## config.mk

```make
export PLATFORM = sky130hd
export DESIGN_NAME = sr_pulse_driver
export DESIGN_NICKNAME = d
export VERILOG_FILES = /design/src/rtl/sr_drv_pkg.sv /design/src/rtl/sync_2ff.sv /design/src/rtl/sr_pulse_driver.sv
export SDC_FILE = /design/constraint.sdc
export NUM_CORES = 1
export LEC_CHECK = 0
export ABC_AREA = 1
export ABC_CLOCK_PERIOD_IN_PS = 3050
export BUFFER_PORTS_ARGS = -buffer_cell sky130_fd_sc_hd__buf_2
export CAP_MARGIN = 5
export CELL_PAD_IN_SITES_DETAIL_PLACEMENT = 0
export CELL_PAD_IN_SITES_GLOBAL_PLACEMENT = 2
export CORE_UTILIZATION = 33
export DETAILED_ROUTE_END_ITERATION = 16
export PLACE_DENSITY = 0.87
export SLEW_MARGIN = 20
export SYNTH_ARGS = -nofsm -noshare
export SYNTH_HDL_FRONTEND = slang
export SYNTH_SLANG_ARGS = --single-unit
export TNS_END_PERCENT = 1
```

## constraint.sdc

```tcl
create_clock -name clk -period 3.05 [get_ports clk]
set_input_delay 0.61 -clock clk [delete_from_list [all_inputs] [get_ports clk]]
set_output_delay 0.61 -clock clk [all_outputs]
set_load 0.005 [all_outputs]
```

## src/rtl/sr_drv_pkg.sv

```systemverilog
// Shared types and constants for the S/R latch pulse driver.
// Holds the FSM encoding, counter width and minimum guard lengths.
package sr_drv_pkg;

  localparam int CNT_W = 8;
  localparam int MIN_GAP_CHK = 3;
  localparam int MIN_GAP_NOCHK = 1;

  typedef enum logic [1:0] {
    IDLE  = 2'd0,
    PULSE = 2'd1,
    GAP   = 2'd2
  } state_t;

  // A phase of w cycles counts down from w-1 to 0.
  function automatic logic [CNT_W-1:0] cnt_load(input int w);
    return CNT_W'(w - 1);
  endfunction

endpackage

```

## src/rtl/sync_2ff.sv

```systemverilog
// Two-flop synchronizer for a single asynchronous bit.
// Synchronous active-high reset clears both stages to 0.
module sync_2ff (
  input  logic clk,
  input  logic rst,
  input  logic d,
  output logic q
);

  logic meta;

  always_ff @(posedge clk) begin
    if (rst) begin
      meta <= 1'b0;
      q    <= 1'b0;
    end else begin
      meta <= d;
      q    <= meta;
    end
  end

endmodule

```

## src/rtl/sr_pulse_driver.sv

```systemverilog
// Pulse driver for an external S/R latch: IDLE -> PULSE -> GAP.
// Define SR_PULSE_DRIVER_CHECK_EN to enable synchronized Q readback checking.
module sr_pulse_driver
  import sr_drv_pkg::*;
#(
  parameter int PULSE_W = 4,
  parameter int GAP_W   = 3
) (
  input  logic clk,
  input  logic rst,
  input  logic cmd_valid,
  input  logic cmd_set,
  output logic cmd_ready,
  output logic S,
  output logic R,
  input  logic Q_in,
  input  logic Q_bar_in,
  output logic exp_q,
  output logic done,
  output logic err
);

`ifdef SR_PULSE_DRIVER_CHECK_EN
  localparam int MIN_GAP = MIN_GAP_CHK;
`else
  localparam int MIN_GAP = MIN_GAP_NOCHK;
`endif

  if (PULSE_W < 1 || PULSE_W > 255) begin : g_bad_pulse
    $error("sr_pulse_driver: PULSE_W out of range");
  end

  if (GAP_W < MIN_GAP || GAP_W > 255) begin : g_bad_gap
    $error("sr_pulse_driver: GAP_W out of range");
  end

  localparam logic [CNT_W-1:0] PULSE_LD = cnt_load(PULSE_W);
  localparam logic [CNT_W-1:0] GAP_LD   = cnt_load(GAP_W);

  state_t           state;
  logic [CNT_W-1:0] cnt;
  logic             cmd_lat;
  logic             chk_fail;

`ifdef SR_PULSE_DRIVER_CHECK_EN
  logic q_s;
  logic qb_s;

  sync_2ff u_sync_q (
    .clk (clk),
    .rst (rst),
    .d   (Q_in),
    .q   (q_s)
  );

  sync_2ff u_sync_qb (
    .clk (clk),
    .rst (rst),
    .d   (Q_bar_in),
    .q   (qb_s)
  );

  // Wrong value or both rails equal (latch not settled / shorted).
  assign chk_fail = (q_s != cmd_lat) || (q_s == qb_s);
`else
  logic unused_q;
  assign unused_q = Q_in ^ Q_bar_in;
  assign chk_fail = 1'b0;
`endif

  always_ff @(posedge clk) begin
    if (rst) begin
      state     <= IDLE;
      cnt       <= '0;
      cmd_lat   <= 1'b0;
      cmd_ready <= 1'b1;
      S         <= 1'b0;
      R         <= 1'b0;
      exp_q     <= 1'b0;
      done      <= 1'b0;
      err       <= 1'b0;
    end else begin
      done <= 1'b0;
      unique case (state)
        IDLE: begin
          if (cmd_valid && cmd_ready) begin
            state     <= PULSE;
            cmd_lat   <= cmd_set;
            cmd_ready <= 1'b0;
            S         <= cmd_set;
            R         <= !cmd_set;
            cnt       <= PULSE_LD;
          end
        end
        PULSE: begin
          if (cnt == '0) begin
            state <= GAP;
            S     <= 1'b0;
            R     <= 1'b0;
            cnt   <= GAP_LD;
          end else begin
            cnt <= cnt - 1'b1;
          end
        end
        GAP: begin
          if (cnt == '0) begin
            state     <= IDLE;
            cmd_ready <= 1'b1;
            done      <= 1'b1;
            exp_q     <= cmd_lat;
            if (chk_fail) err <= 1'b1;
          end else begin
            cnt <= cnt - 1'b1;
          end
        end
        default: begin
          state     <= IDLE;
          cmd_ready <= 1'b1;
          S         <= 1'b0;
          R         <= 1'b0;
          cnt       <= '0;
        end
      endcase
    end
  end

endmodule
```

Word level (Yosys, flattened, before mapping)
Cells that the tools add are included.

word-level totals
  register bits = 16
  input bits = 6
  output and inout port bits = 6
  logic and storage cells = 45

cells by class
  add/subtract/negate cells = 1
  equal/unequal tests = 6
  mux-type cells = 17
  bitwise logic cells = 2
  reduce and logical (&&, ||, !) cells = 11

operators with widths
  operator                                                                count
  8-bit 2-to-1 mux                                                        3
  8-bit one-hot mux with 3 select lines                                   1
  1-bit one-hot mux with 3 select lines                                   3
  3-bit AND reduction                                                     3
  8-bit zero test                                                         1
  2-bit != test (second input constant)                                   4
  8-bit by 1-bit subtractor with 8-bit output (second input constant)     1
  1-bit 2-to-1 mux                                                        6
  2-bit 2-to-1 mux                                                        3
  2-bit one-hot mux with 3 select lines                                   1
  2-bit AND reduction                                                     3
  2-bit by 1-bit equality test with 1-bit output (second input constant)  1
  2-bit equality test (second input constant)                             1
  2-bit zero test                                                         1
  1-bit inverter                                                          2
  2-bit OR reduction                                                      1
  1-bit logical AND                                                       1
  1-bit zero test                                                         1

Logic depth before layout (Yosys ltp)
  depth in word-level cells = 3
  depth in mapped cells = 11
  mapped depth without buffers = 11

Worst setup path before layout
No wires, ideal clock.

  kind = reg-to-reg
  from = reg cnt[0]
  to = reg cnt[5]
  setup time = 0.114 ns
  data arrival time = 1.174 ns
  data required time = 2.936 ns
  setup slack = 1.762 ns
  cell stages (with the launch flop) = 12
  buffers on the path = 0
  clock period less this slack = 1.288 ns
  path through = dfxtp_1 inv_1 ha_1 inv_1 nor2_1 nand2_2 nand2_1 nand3_2 nand2_2 inv_2 nand2_1 nor2_2

on the way
  longest elaborated chain between the ends = 3
  elaborated cells between the ends (all ways) = 7
  those cells by class = add/sub: 1; eq/ne: 1; mux: 3; reduce/logical: 2

ends and longest elaborated chain
  what                                                                            line                    text
  start, declared                                                                 sr_pulse_driver.sv:41   logic [CNT_W-1:0] cnt;
  start signal, assigned                                                          sr_pulse_driver.sv:102  cnt <= cnt - 1'b1;
  start signal, assigned                                                          sr_pulse_driver.sv:113  cnt <= cnt - 1'b1;
  8-bit by 1-bit subtractor with 8-bit output or 8-bit zero test (tied branches)  n/a
  8-bit 2-to-1 mux (tied with other cells)                                        sr_pulse_driver.sv:106  if (cnt == '0) begin
  8-bit one-hot mux with 3 select lines or 2-bit AND reduction (tied branches)    n/a

Parallel ways exist; a longest one is shown, timed or not. The select of a mux whose other input is x is not followed.
A chain may end at the register's enable or synchronous reset.

Worst setup path after layout
  from = reg cnt[0]
  to = reg cnt[6]

The elaborated chain is that of the path after synthesis.

==> impl_summary.txt <==
----------------------------------------------------
[Status]
  Outcome ... finished, final reports clean

[Logic synthesis]
  Total of flip-flops plus latches after synthesis ... 16
  Share of the yosys chip area belonging to registers ... 35.9%
  Cell count after synthesis ... 128
  Number of distinct standard cells referenced by the synthesized netlist ... 23
  Mapped Area ... a little under 900 um2
  Compound-gate portion of the synthesized area ... 10.5%
  Adder-cell share of the synthesized area ... 2.80%
  Area fraction in and, or, nand and nor cells after synthesis ... 40.1%
  Synthesis warning total ... 0
  Portion of netlist area occupied by mux cells ... 0%
  Syn_area_per_cell ... 6.98 um2
  Post-synthesis share of cell area spent on xor and xnor gates ... 0%
  Combinational family with the most area after synthesis ... simple AND/OR/NAND/NOR gates
  Net count after synthesis ... 136

[Clock tree]
  Clock latency of the later-clocked register in the worst-skew pair ... 0.29 ns
  Clk Tree Root Cell ... clkbuf_4
  TritonCTS clock tree ... done
  CTS H-Tree Depth ... 1
  TritonCTS buffer count ... 3
  Maximum clock path buffer count ... 2
  Clock transition at the register clock pins on the worst setup and hold paths after CTS ... 0.10 ns
  Sink Count ... 16
  Number of hold-repair buffers added at the cts stage ... 0
  Post-cts gate resize count ... 0
  Post-CTS Setup Bufs ... 0

[Setup path]
  Kind of end point of the critical path ... flip-flop
  Data arrival time at the worst-slack endpoint ... around 1.7 ns
  Critical Path Fanout Max ... 5
  Cell with the largest stage delay on the worst path ... dfxtp_1
  Cell-by-cell trace of the critical path ... inv_1 > ha_1 > inv_1 > nor2_1 > nand2_2 > nand2_1 > nand3_2 > nand2_2 > inv_2 > nand2_1 > nor2_2
  Type of origin of the critical path ... flip-flop
  Required time of the critical path ... 3.24 ns
  R2R setup slack ... 1.55 ns
  Crit path largest cell delay ... 0.34 ns
  Kind of critical path ... flip-flop to flip-flop

[Routing]
  Number of detailed-routing iterations run before antenna repair ... 4
  Final WL ... 1860 um
  Via density per instance ... roughly 4.6
  Routed len/inst ... 11.1 um
  DRC violation count after routing ... 0
  Total via count after detailed routing ... around 770
  Detailed Route Iter0 Violations ... 5
  Final ANT Viol Nets ... 0

[STA]
  Achievable frequency ... around 670 MHz
  Setup skew after layout ... between 0.004 and 0.005 ns
  Final worst-path setup slack ... 1.55 ns
  Final count of hold timing violations ... 0
  Setup_tns ... 0 ns
  Count of endpoints failing setup in the final report ... 0
  RSZ-0062 raised after global routing ... no
  Max-slew violation count ... 0
  Part of the cycle the worst path needs ... 49.1%
  Post-layout minimum cycle time ... 1.50 ns

[GRT]
  Vias in the first global route ... 695
  Maximum number of pins on one net before global-route repair ... 12
  First-pass GRT wire length ... 3130 um
  Global routing usage summed across all routing layers ... 15.4%
  Number of antenna violations at the first check in global routing ... 0
  Aggregate global routing overflow ... 0

[Placement]
  Placed wire-length estimate after detailed placement ... 1400 um
  Pre-CTS WS ... 1.57 ns
  Total of buffers placed on input and output ports ... 8
  Final RePlAce weighted congestion ... 0.756

[Floorplanning]
  Die footprint ... 2920 um2
  Number of cell rows ... 18
  Num ports ... 12
  Core region area ... ~2500 um2
  Die boundary height ... 54.0 um
  Starting density of the core ... 35.4%
  Horizontal die dimension ... 54.0 um

[Cells and area]
  Area growth from synthesis to final layout ... 11.5%
  Filler cells ... 269
  Diode insertion count for antenna repair ... 0
  Number of nets at the end of the flow ... 147
  Proportion of layout cells with a drive suffix above 1 ... 24.6%

[Power and ir drop]
  Power per cell area ... 1280 nW/um2
  Tot Pwr ... 1280 uW
  VDD IR-drop max ... 0.559 mV
  Static Leakage ... 0.000474 uW

[Hold path]
  Path category of the worst min-delay check ... flip-flop to flip-flop

[Job]
  Count of maximum capacitance violations ... 0

----------------------------------------------------
-- kinds of logic after synthesis --
kind of cell	count (synthesis)
buf+inv	23
fa+ha+maj	2
simple gates	68
compound gates	18
other cells	1
flops	16
-- stage by stage --
stage               instances  cell area, um2  util (%)  hold WS [ns]
finish                    168             996      39.5         0.468
global route              168             996      39.5         0.494
CTS                       168             996      39.5         0.470
detailed placement        164             960      38.0         0.453
global placement          164             960      38.0         0.451
floorplan                 128             893         -         0.439
-- power by group --
| part | total [uW] | internal (uW) | switching, uW |
|---|---|---|---|
| sequential | 349 | 286 | 63.4 |
| combinational | 783 | 271 | 512 |
| clock | 144 | 72.6 | 71.2 |
-- routing by layer --
layer  track usage (%)  vias to the layer above  wire length, um
met5                 0                        -                0
met4              3.85                        0               10
met3              5.93                        2               47
met2              25.5                        7              857
met1              18.5                      340              947
li1                  -                      419                -
-- final timing paths --
| check | start | end | cells past startpoint |
|---|---|---|---|
| hold reg to reg | cmd_lat$_SDFFE_PP0P_ | cmd_lat$_SDFFE_PP0P_ | 2 |
| setup / recovery | cnt[0]$_SDFFE_PP0P_ | cnt[6]$_SDFFE_PP0P_ | 11 |
| setup reg to reg | cnt[0]$_SDFFE_PP0P_ | cnt[6]$_SDFFE_PP0P_ | 11 |
| hold / removal | cmd_lat$_SDFFE_PP0P_ | cmd_lat$_SDFFE_PP0P_ | 2 |
-- layout make-up --
type | instances | area, um2 | share of cell area (%)
multi-input cells | 89 | 480 | 48.2
flip-flops and latches | 16 | 320 | 32.2
inverters | 21 | 81.3 | 8.17
repair buffers | 8 | 40.0 | 4.02
well taps | 30 | 37.5 | 3.77
clock buffers | 4 | 36.3 | 3.64
-- layout by cell type, fill, tap and decap left out --
cell and instances:
nand2_4 2, nor2_2 6, o2111ai_1 1, inv_1 16, nand2_8 1, o21ai_1 4
inv_2 4, o21ai_0 1, dfxtp_1 16, ha_1 2, a21oi_1 12, conb_1 1
nand3_2 3, nand2_1 28, nor2_4 2, nand3_1 7, nand4_1 2, nand2_2 3
clkbuf_8 1, buf_2 8, clkbuf_4 3, inv_4 1, nor2_1 13, nor3_1 1
-- state kept, by name (all words and copies together), names as in the netlist --
register   count
R              1
exp_q          1
cmd_lat        1
state          2
cmd_ready      1
cnt            8
done           1
S              1
-- worst max-delay path: cells and delay by family, from the launching register on --
| family | cells | cell delay (ns) |
|---|---|---|
| and+or+nand+nor | 7 | 0.65 |
| DFF | 1 | 0.34 |
| buffers and inverters | 3 | 0.21 |
| adders and majority gates | 1 | 0.20 |
-- cells in the mapped netlist --
cell type | number | share of area (%)
nand2_4 | 2 | 2.5
nand3_2 | 3 | 3.4
nand4_1 | 2 | 1.4
buf_4 | 1 | 0.84
nor3_1 | 1 | 0.56
nor2_1 | 13 | 5.5
a21oi_1 | 12 | 6.7
o2111ai_1 | 1 | 0.98
ha_1 | 2 | 2.8
inv_1 | 16 | 6.7
inv_4 | 1 | 0.70
nor2_2 | 6 | 4.2
conb_1 | 1 | 0.42
nand2_2 | 3 | 2.1
o21ai_1 | 4 | 2.2
nand2_8 | 1 | 2.2
nor2_4 | 2 | 2.5
o21ai_0 | 1 | 0.56
dfxtp_1 | 16 | 36
clkbuf_1 | 1 | 0.42
nand2_1 | 28 | 12
inv_2 | 4 | 1.7
nand3_1 | 7 | 3.9
(Power assumes the default switching activity.)
